### config.mk
export PLATFORM = sky130hd
export DESIGN_NAME = sr_cmd_debounce
export DESIGN_NICKNAME = d
export VERILOG_FILES = /design/src/rtl/sr_pkg.sv /design/src/rtl/sr_debounce_ch.sv /design/src/rtl/sr_cmd_debounce.sv
export SDC_FILE = /design/constraint.sdc
export NUM_CORES = 1
export LEC_CHECK = 0
export BUFFER_PORTS_ARGS = -buffer_cell sky130_fd_sc_hd__buf_2
export CORE_AREA = 2 2 58 60
export CTS_BUF_LIST = sky130_fd_sc_hd__clkbuf_4
export CTS_CLUSTER_SIZE = 25
export DETAILED_ROUTE_END_ITERATION = 10
export DIE_AREA = 0 0 60 62
export GPL_ROUTABILITY_DRIVEN = 0
export HOLD_SLACK_MARGIN = 0.06
export PLACE_DENSITY = 0.54
export SETUP_SLACK_MARGIN = 0.4
export SLEW_MARGIN = 25
export SYNTH_ARGS = -nofsm -noshare
export SYNTH_HDL_FRONTEND = slang
export SYNTH_HIERARCHICAL = 1
export SYNTH_SLANG_ARGS = --single-unit
### constraint.sdc
create_clock -name clk -period 2.4 [get_ports clk]
set_clock_uncertainty 0.2 [all_clocks]
set_input_delay 0.36 -clock clk [delete_from_list [all_inputs] [get_ports clk]]
set_output_delay 0.36 -clock clk [all_outputs]
set_load 0.1 [all_outputs]
### src/rtl/sr_pkg.sv
// Shared SR command encodings and the debounce FSM state type for the
// sr_cmd_debounce front end.
package sr_pkg;

  localparam logic [1:0] SR_HOLD   = 2'b00;
  localparam logic [1:0] SR_RESET  = 2'b01;
  localparam logic [1:0] SR_SET    = 2'b10;
  localparam logic [1:0] SR_FORBID = 2'b11;

  typedef enum logic [1:0] {
    STABLE_LO = 2'b00,
    CHK_HI    = 2'b01,
    STABLE_HI = 2'b10,
    CHK_LO    = 2'b11
  } deb_state_t;

endpackage

### src/rtl/sr_debounce_ch.sv
// One button channel: 2-flop synchroniser followed by a counting debounce FSM.
// The debounced level flips only after DEB_CYCLES consecutive opposite samples.
module sr_debounce_ch
  import sr_pkg::*;
#(
  parameter int DEB_CYCLES = 4,
  parameter int CNT_W      = 8
) (
  input  logic clk,
  input  logic rst,
  input  logic raw,
  output logic level
);

  localparam logic [CNT_W-1:0] CNT_ONE   = CNT_W'(1);
  localparam logic [CNT_W-1:0] CNT_LIMIT = CNT_W'(DEB_CYCLES);
  localparam bit               FAST_FLIP = (DEB_CYCLES == 1);

  logic             sync1_r;
  logic             sync2_r;
  deb_state_t       state_r;
  deb_state_t       state_s;
  logic [CNT_W-1:0] cnt_r;
  logic [CNT_W-1:0] cnt_s;
  logic [CNT_W-1:0] cnt_inc_s;

  assign cnt_inc_s = cnt_r + CNT_ONE;

  // Synchroniser for the asynchronous button input
  always_ff @(posedge clk or posedge rst) begin
    if (rst) begin
      sync1_r <= 1'b0;
      sync2_r <= 1'b0;
    end else begin
      sync1_r <= raw;
      sync2_r <= sync1_r;
    end
  end

  // FSM state and qualification counter registers
  always_ff @(posedge clk or posedge rst) begin
    if (rst) begin
      state_r <= STABLE_LO;
      cnt_r   <= '0;
    end else begin
      state_r <= state_s;
      cnt_r   <= cnt_s;
    end
  end

  // Next-state logic; any sample at the old level restarts qualification
  always_comb begin
    state_s = state_r;
    cnt_s   = cnt_r;
    case (state_r)
      STABLE_LO: begin
        if (sync2_r) begin
          if (FAST_FLIP) begin
            state_s = STABLE_HI;
            cnt_s   = '0;
          end else begin
            state_s = CHK_HI;
            cnt_s   = CNT_ONE;
          end
        end else begin
          cnt_s = '0;
        end
      end
      CHK_HI: begin
        if (!sync2_r) begin
          state_s = STABLE_LO;
          cnt_s   = '0;
        end else if (cnt_inc_s == CNT_LIMIT) begin
          state_s = STABLE_HI;
          cnt_s   = '0;
        end else begin
          cnt_s = cnt_inc_s;
        end
      end
      STABLE_HI: begin
        if (!sync2_r) begin
          if (FAST_FLIP) begin
            state_s = STABLE_LO;
            cnt_s   = '0;
          end else begin
            state_s = CHK_LO;
            cnt_s   = CNT_ONE;
          end
        end else begin
          cnt_s = '0;
        end
      end
      CHK_LO: begin
        if (sync2_r) begin
          state_s = STABLE_HI;
          cnt_s   = '0;
        end else if (cnt_inc_s == CNT_LIMIT) begin
          state_s = STABLE_LO;
          cnt_s   = '0;
        end else begin
          cnt_s = cnt_inc_s;
        end
      end
      default: begin
        state_s = STABLE_LO;
        cnt_s   = '0;
      end
    endcase
  end

  // Debounced level decode: high while stable high or still qualifying a release
  always_comb begin
    level = 1'b0;
    case (state_r)
      STABLE_HI: level = 1'b1;
      CHK_LO:    level = 1'b1;
      default:   level = 1'b0;
    endcase
  end

endmodule

### src/rtl/sr_cmd_debounce.sv
// Debounced set/reset buttons combined into a registered SR command with a
// forbidden-state guard. Define SR_ALLOW_FORBIDDEN_EN to pass SR = 11 through.
module sr_cmd_debounce
  import sr_pkg::*;
#(
  parameter int DEB_CYCLES = 4,
  parameter int CNT_W      = 8
) (
  input  logic       clk,
  input  logic       rst,
  input  logic       set_raw,
  input  logic       reset_raw,
  output logic [1:0] SR,
  output logic       sr_chg,
  output logic       conflict
);

  logic       ds_s;
  logic       dr_s;
  logic [1:0] sr_s;
  logic       conflict_s;

  sr_debounce_ch #(.DEB_CYCLES(DEB_CYCLES), .CNT_W(CNT_W)) u_set_ch (
    .clk   (clk),
    .rst   (rst),
    .raw   (set_raw),
    .level (ds_s)
  );

  sr_debounce_ch #(.DEB_CYCLES(DEB_CYCLES), .CNT_W(CNT_W)) u_reset_ch (
    .clk   (clk),
    .rst   (rst),
    .raw   (reset_raw),
    .level (dr_s)
  );

  // Combine debounced levels into the next command, guarding set+reset
  always_comb begin
    sr_s       = SR_HOLD;
    conflict_s = 1'b0;
    case ({ds_s, dr_s})
      2'b00: sr_s = SR_HOLD;
      2'b01: sr_s = SR_RESET;
      2'b10: sr_s = SR_SET;
      2'b11: begin
        conflict_s = 1'b1;
`ifdef SR_ALLOW_FORBIDDEN_EN
        sr_s = SR_FORBID;
`else
        sr_s = SR_HOLD;
`endif
      end
      default: begin
        sr_s       = SR_HOLD;
        conflict_s = 1'b0;
      end
    endcase
  end

  // Output registers; the change strobe compares next against current command
  always_ff @(posedge clk or posedge rst) begin
    if (rst) begin
      SR       <= SR_HOLD;
      sr_chg   <= 1'b0;
      conflict <= 1'b0;
    end else begin
      SR       <= sr_s;
      sr_chg   <= (sr_s != SR);
      conflict <= conflict_s;
    end
  end

endmodule

* Word level (Yosys, flattened, before mapping)
Index checks and enable logic that the tools add are counted.
** Storage, ports and cells
- Word-level logic and storage cells :: 71
- Flip-flop bits (word level) :: 28
- Output and inout bits :: 4
- Bits of input ports :: 4
** Operators by class
- Equal/unequal tests :: 20
- Multiplexer cells :: 30
- Add/sub/neg operators :: 2
- Reductions and logical operators :: 8
** Operators with widths (number)
- $pmux W8 S4 :: 2
- $mux W8 :: 6
- $mux W2 :: 12
- $add A8 B1 Y8 const B :: 2
- $eq A8 B3 Y1 const B :: 2
- $pmux W2 S4 :: 2
- $eq A2 B2 Y1 const B :: 6
- $reduce_and A4 Y1 :: 2
- $mux W1 :: 7
- $eq A2 B1 Y1 const B :: 3
- $logic_not A2 Y1 :: 3
- $ne A3 B1 Y1 const B :: 2
- $ne A3 B3 Y1 const B :: 2
- $pmux W2 S3 :: 1
- $reduce_or A2 Y1 :: 3
- $ne A2 B1 Y1 const B :: 2
- $ne A2 B2 Y1 const B :: 2
- $ne A2 B2 Y1 :: 1

* Longest topological paths before layout
- Depth in word-level cells :: 7
- Gate-level depth with buffers :: 4
- Depth with buffers taken out :: 4

* Cells and area by module
Netlist, hierarchy kept.
** By module, submodules not included
- sr_debounce_ch :: cells an instance 46, sequential area each 300.3 µm², times used 2, area an instance 526.8 µm²
- sr_cmd_debounce :: cells an instance 13, sequential area each 100.1 µm², times used 1, area an instance 161.4 µm²

* Worst setup path before layout
OpenSTA, ideal clock, no wires.
- Kind :: register to register
- Start :: reg u_reset_ch.cnt_r[0]
- End :: reg (tool-made name)
- Cell stages (with the launch flop) :: 5
- Data required time :: 2.072 ns
- Arrival :: 1.600 ns
- Path buffers :: 0
- Setup slack :: 0.472 ns
- Clock period less this slack :: 1.928 ns
- Setup time :: 0.128 ns
- Path through :: dfrtp_1 > ha_1 > or4b_4 > nor4_4 > mux2_1
** RTL lines
- from (decl) :: line sr_debounce_ch.sv:23 : logic [CNT_W-1:0] cnt_r;
- from (signal assigned) :: line sr_debounce_ch.sv:47 : cnt_r <= cnt_s;

==> impl_metrics.json <==
{
  "max_freq_mhz": 528,
  "drv_cap": 0,
  "synth_top_area_share_pct": 57.7,
  "reg2regPathDepth": 4,
  "antenna_found_initial": 0,
  "slew_viol_final": 0,
  "synth_common_cells": "dfrtp_1, a21oi_1",
  "antenna_left": 0,
  "fillCellCount": 319,
  "hold_end": "u_reset_ch/sync2_r",
  "syn_area_per_cell_um2": 11.6,
  "synth_cell_type_count": 24,
  "drt-total-wl_um": 1940,
  "synth-async-reset-ratio_pct": 100,
  "portBuffers": 7,
  "finalSetupViolations": 0,
  "post-route-drc-count": 0,
  "grt_usage_pct": 12.5,
  "synth_ff_type": "dfrtp_1",
  "cts_sinks": 28,
  "p_leak_nw": 0.574,
  "wire_per_inst_um": 11.7,
  "fin_nets": 127,
  "viasPerCell": 4.76,
  "syn_nets": 111,
  "synth_area_leader_cell": "dfrtp_1",
  "fin_cells": 166,
  "dr.pass1.iters": 4,
  "vias": 790,
  "total_power_w": 0.00141,
  "period_share_pct": 79.0,
  "whs_path_depth": 0,
  "status": "finished clean",
  "ir_worst_vdd_mv": 0.621,
  "ys_warn_count": 6,
  "fin_tns_setup_ns": 0,
  "area_growth_pct": 13.9,
  "power.density_mw_per_mm2": 1020,
  "finalHoldViolCount": 0,
  "worstSkewPairLatency_ns": 0.31,
  "multi_input_area_um2": 500,
  "yosysMostFrequentCell": "dfrtp_1",
  "fin_crit_ns": 1.90,
  "die_x_um": 60,
  "die_area_mm2": 0.00372,
  "end_kind": "flip-flop",
  "htreeDepth": 1,
  "min_from": "u_reset_ch/sync1_r",
  "dpl.hpwl_um": 1400,
  "cts_tree": "built",
  "hp-class": "flip-flop to flip-flop",
  "seq_area_frac_synth_pct": 57.7,
  "core_mm2": 0.00318,
  "numCtsBuffers": 3,
  "r2r_start": "u_set_ch/cnt_r[0]",
  "drt_iter0_drc": 26,
  "grt_max_degree": 16,
  "grt_first_pass_wirelength_um": 3410,
  "cp.required_ns": 2.42,
  "syn_area_mm2": 0.00121,
  "synth_cells": 105,
  "design_area_mm2": 0.00138,
  "synthTopCellsByArea": "dfrtp_1, xor2_1, nor4_4",
  "rows": 21,
  "antennaDiodeCount": 0,
  "synth_edf_count": 0,
  "critPathLaunchType": "flip-flop",
  "clk_pin_slew_ns": 0.14,
  "max_slew_margin_pct": 67.7,
  "overflow": 0,
  "io_pins": 8,
  "crit_type": "flip-flop to flip-flop",
  "seq_area_um2": 701,
  "timing.reg2reg.setup_slack_ns": 0.50,
  "start_util_pct": 38.2,
  "cts_root_buffer": "clkbuf_4",
  "drive_gt1_share_pct": 15.8,
  "rsz0062_at_grt": "false",
  "numPlacedInstances": 156,
  "worst_ep_arrival_time_ns": 1.91,
  "die_h_um": 62,
  "worst-path-max-fanout": 4,
  "grt_pass1_vias": 779,
  "yosys_register_bits": 28,
  "worst_slew_pin_slew_ns": 0.487,
  "cts_buffer_depth": 2,
  "place_area_mm2": 0.00130
}
[worst max-delay path, stage by stage (launching register included)]
cell and delay, ns:
dfrtp_1 0.38, ha_2 0.21, or4b_4 0.49, nor4_4 0.18, mux2_1 0.34
[cell type report]
| cell class | instances | share of cell area (%) |
|---|---|---|
| sequential | 28 | 50.6 |
| clock buffer | 3 | 1.63 |
| timing repair buffer | 13 | 6.33 |
| inverter | 3 | 0.814 |
| clock inverter | 1 | 0.271 |
| multi-input combinational | 72 | 36.2 |
| tap | 46 | 4.16 |
[cells by family after synthesis]
family / synth area share (%)
buffers and inverters: 1.54
flip-flops: 57.7
AND/OR/NAND/NOR: 24.0
XOR/XNOR: 6.49
multiplexers: 1.85
adder cells (fa/ha/maj): 2.06
AO/OA/AOI/OAI: 6.39
[flip-flops by register name (all words and copies together) (netlist names), named ones only]
| signal | flops |
|---|---|
| conflict | 1 |
| u_set_ch/sync1_r | 1 |
| SR | 2 |
| u_reset_ch/sync1_r | 1 |
| u_reset_ch/sync2_r | 1 |
| sr_chg | 1 |
| u_set_ch/state_r | 1 |
| u_reset_ch/cnt_r | 8 |
| u_set_ch/cnt_r | 8 |
| u_set_ch/sync2_r | 1 |
| u_reset_ch/state_r | 1 |
[power breakdown]
group / internal (W) / switching (W) / total (W)
Sequential: 0.000572 / 0.0000921 / 0.000664
Clock: 0.0000608 / 0.000127 / 0.000188
Combinational: 0.000182 / 0.000377 / 0.000559
[routing by layer]
metal / wire length [µm] / part of all wire, % / GRT usage (%) / up-vias
met1: 897 / 46 / 15.5 / 386
met4: 21 / 1.1 / 5.71 / 0
met3: 30 / 1.5 / 1.86 / 2
met5: 0 / 0 / 0 / -
met2: 989 / 51 / 21.6 / 2
li1: - / - / - / 400
[per-stage QoR]
| step | util, % | hold WS, ns | worst slack (ns) |
|---|---|---|---|
| 2_1_floorplan | - | -0.0739 | 0.472 |
| 4_1_cts | 43.1 | 0.169 | 0.415 |
| 3_5_place_dp | 40.9 | 0.0784 | 0.397 |
| 3_3_place_gp | 40.9 | 0.0644 | 0.438 |
| 6_report | 43.5 | 0.164 | 0.505 |
| 5_1_grt | 43.5 | 0.176 | 0.417 |
[cell usage in the layout (no fill, tap or decap), drive strengths merged, types with 3 or more instances in the layout]
cell type / n
nor4: 5
xnor2: 4
nand3: 6
dfrtp: 28
inv: 3
dlygate4sd3: 3
nand2: 4
nor2: 6
or3: 6
buf: 10
o21ai: 6
nand2b: 4
a21oi: 8
xor2: 5
nor2b: 3
clkbuf: 3
[what timing repair did]
action / 4_1_cts / 5_1_grt
resized for setup: 2 / 0
hold endpoints to repair: 30 / 0
hold buffers: 3 / 0
setup endpoints to repair: 2 / 2
pin swaps: 0 / 2
setup buffers: 1 / 2
[worst max-delay path by stage]
stage / slack (ns) / startpoint / end
2_1_floorplan: 0.47 / u_reset_ch/cnt_r[0] / flip-flop
3_3_place_gp: 0.44 / u_set_ch/cnt_r[0] / flip-flop
3_5_place_dp: 0.40 / u_reset_ch/cnt_r[0] / flip-flop
4_1_cts: 0.42 / u_set_ch/cnt_r[0] / flip-flop
5_1_grt: 0.42 / u_set_ch/cnt_r[1] / flip-flop
6_report: 0.50 / u_set_ch/cnt_r[0] / flip-flop
Power figures use the tool's default switching activity.
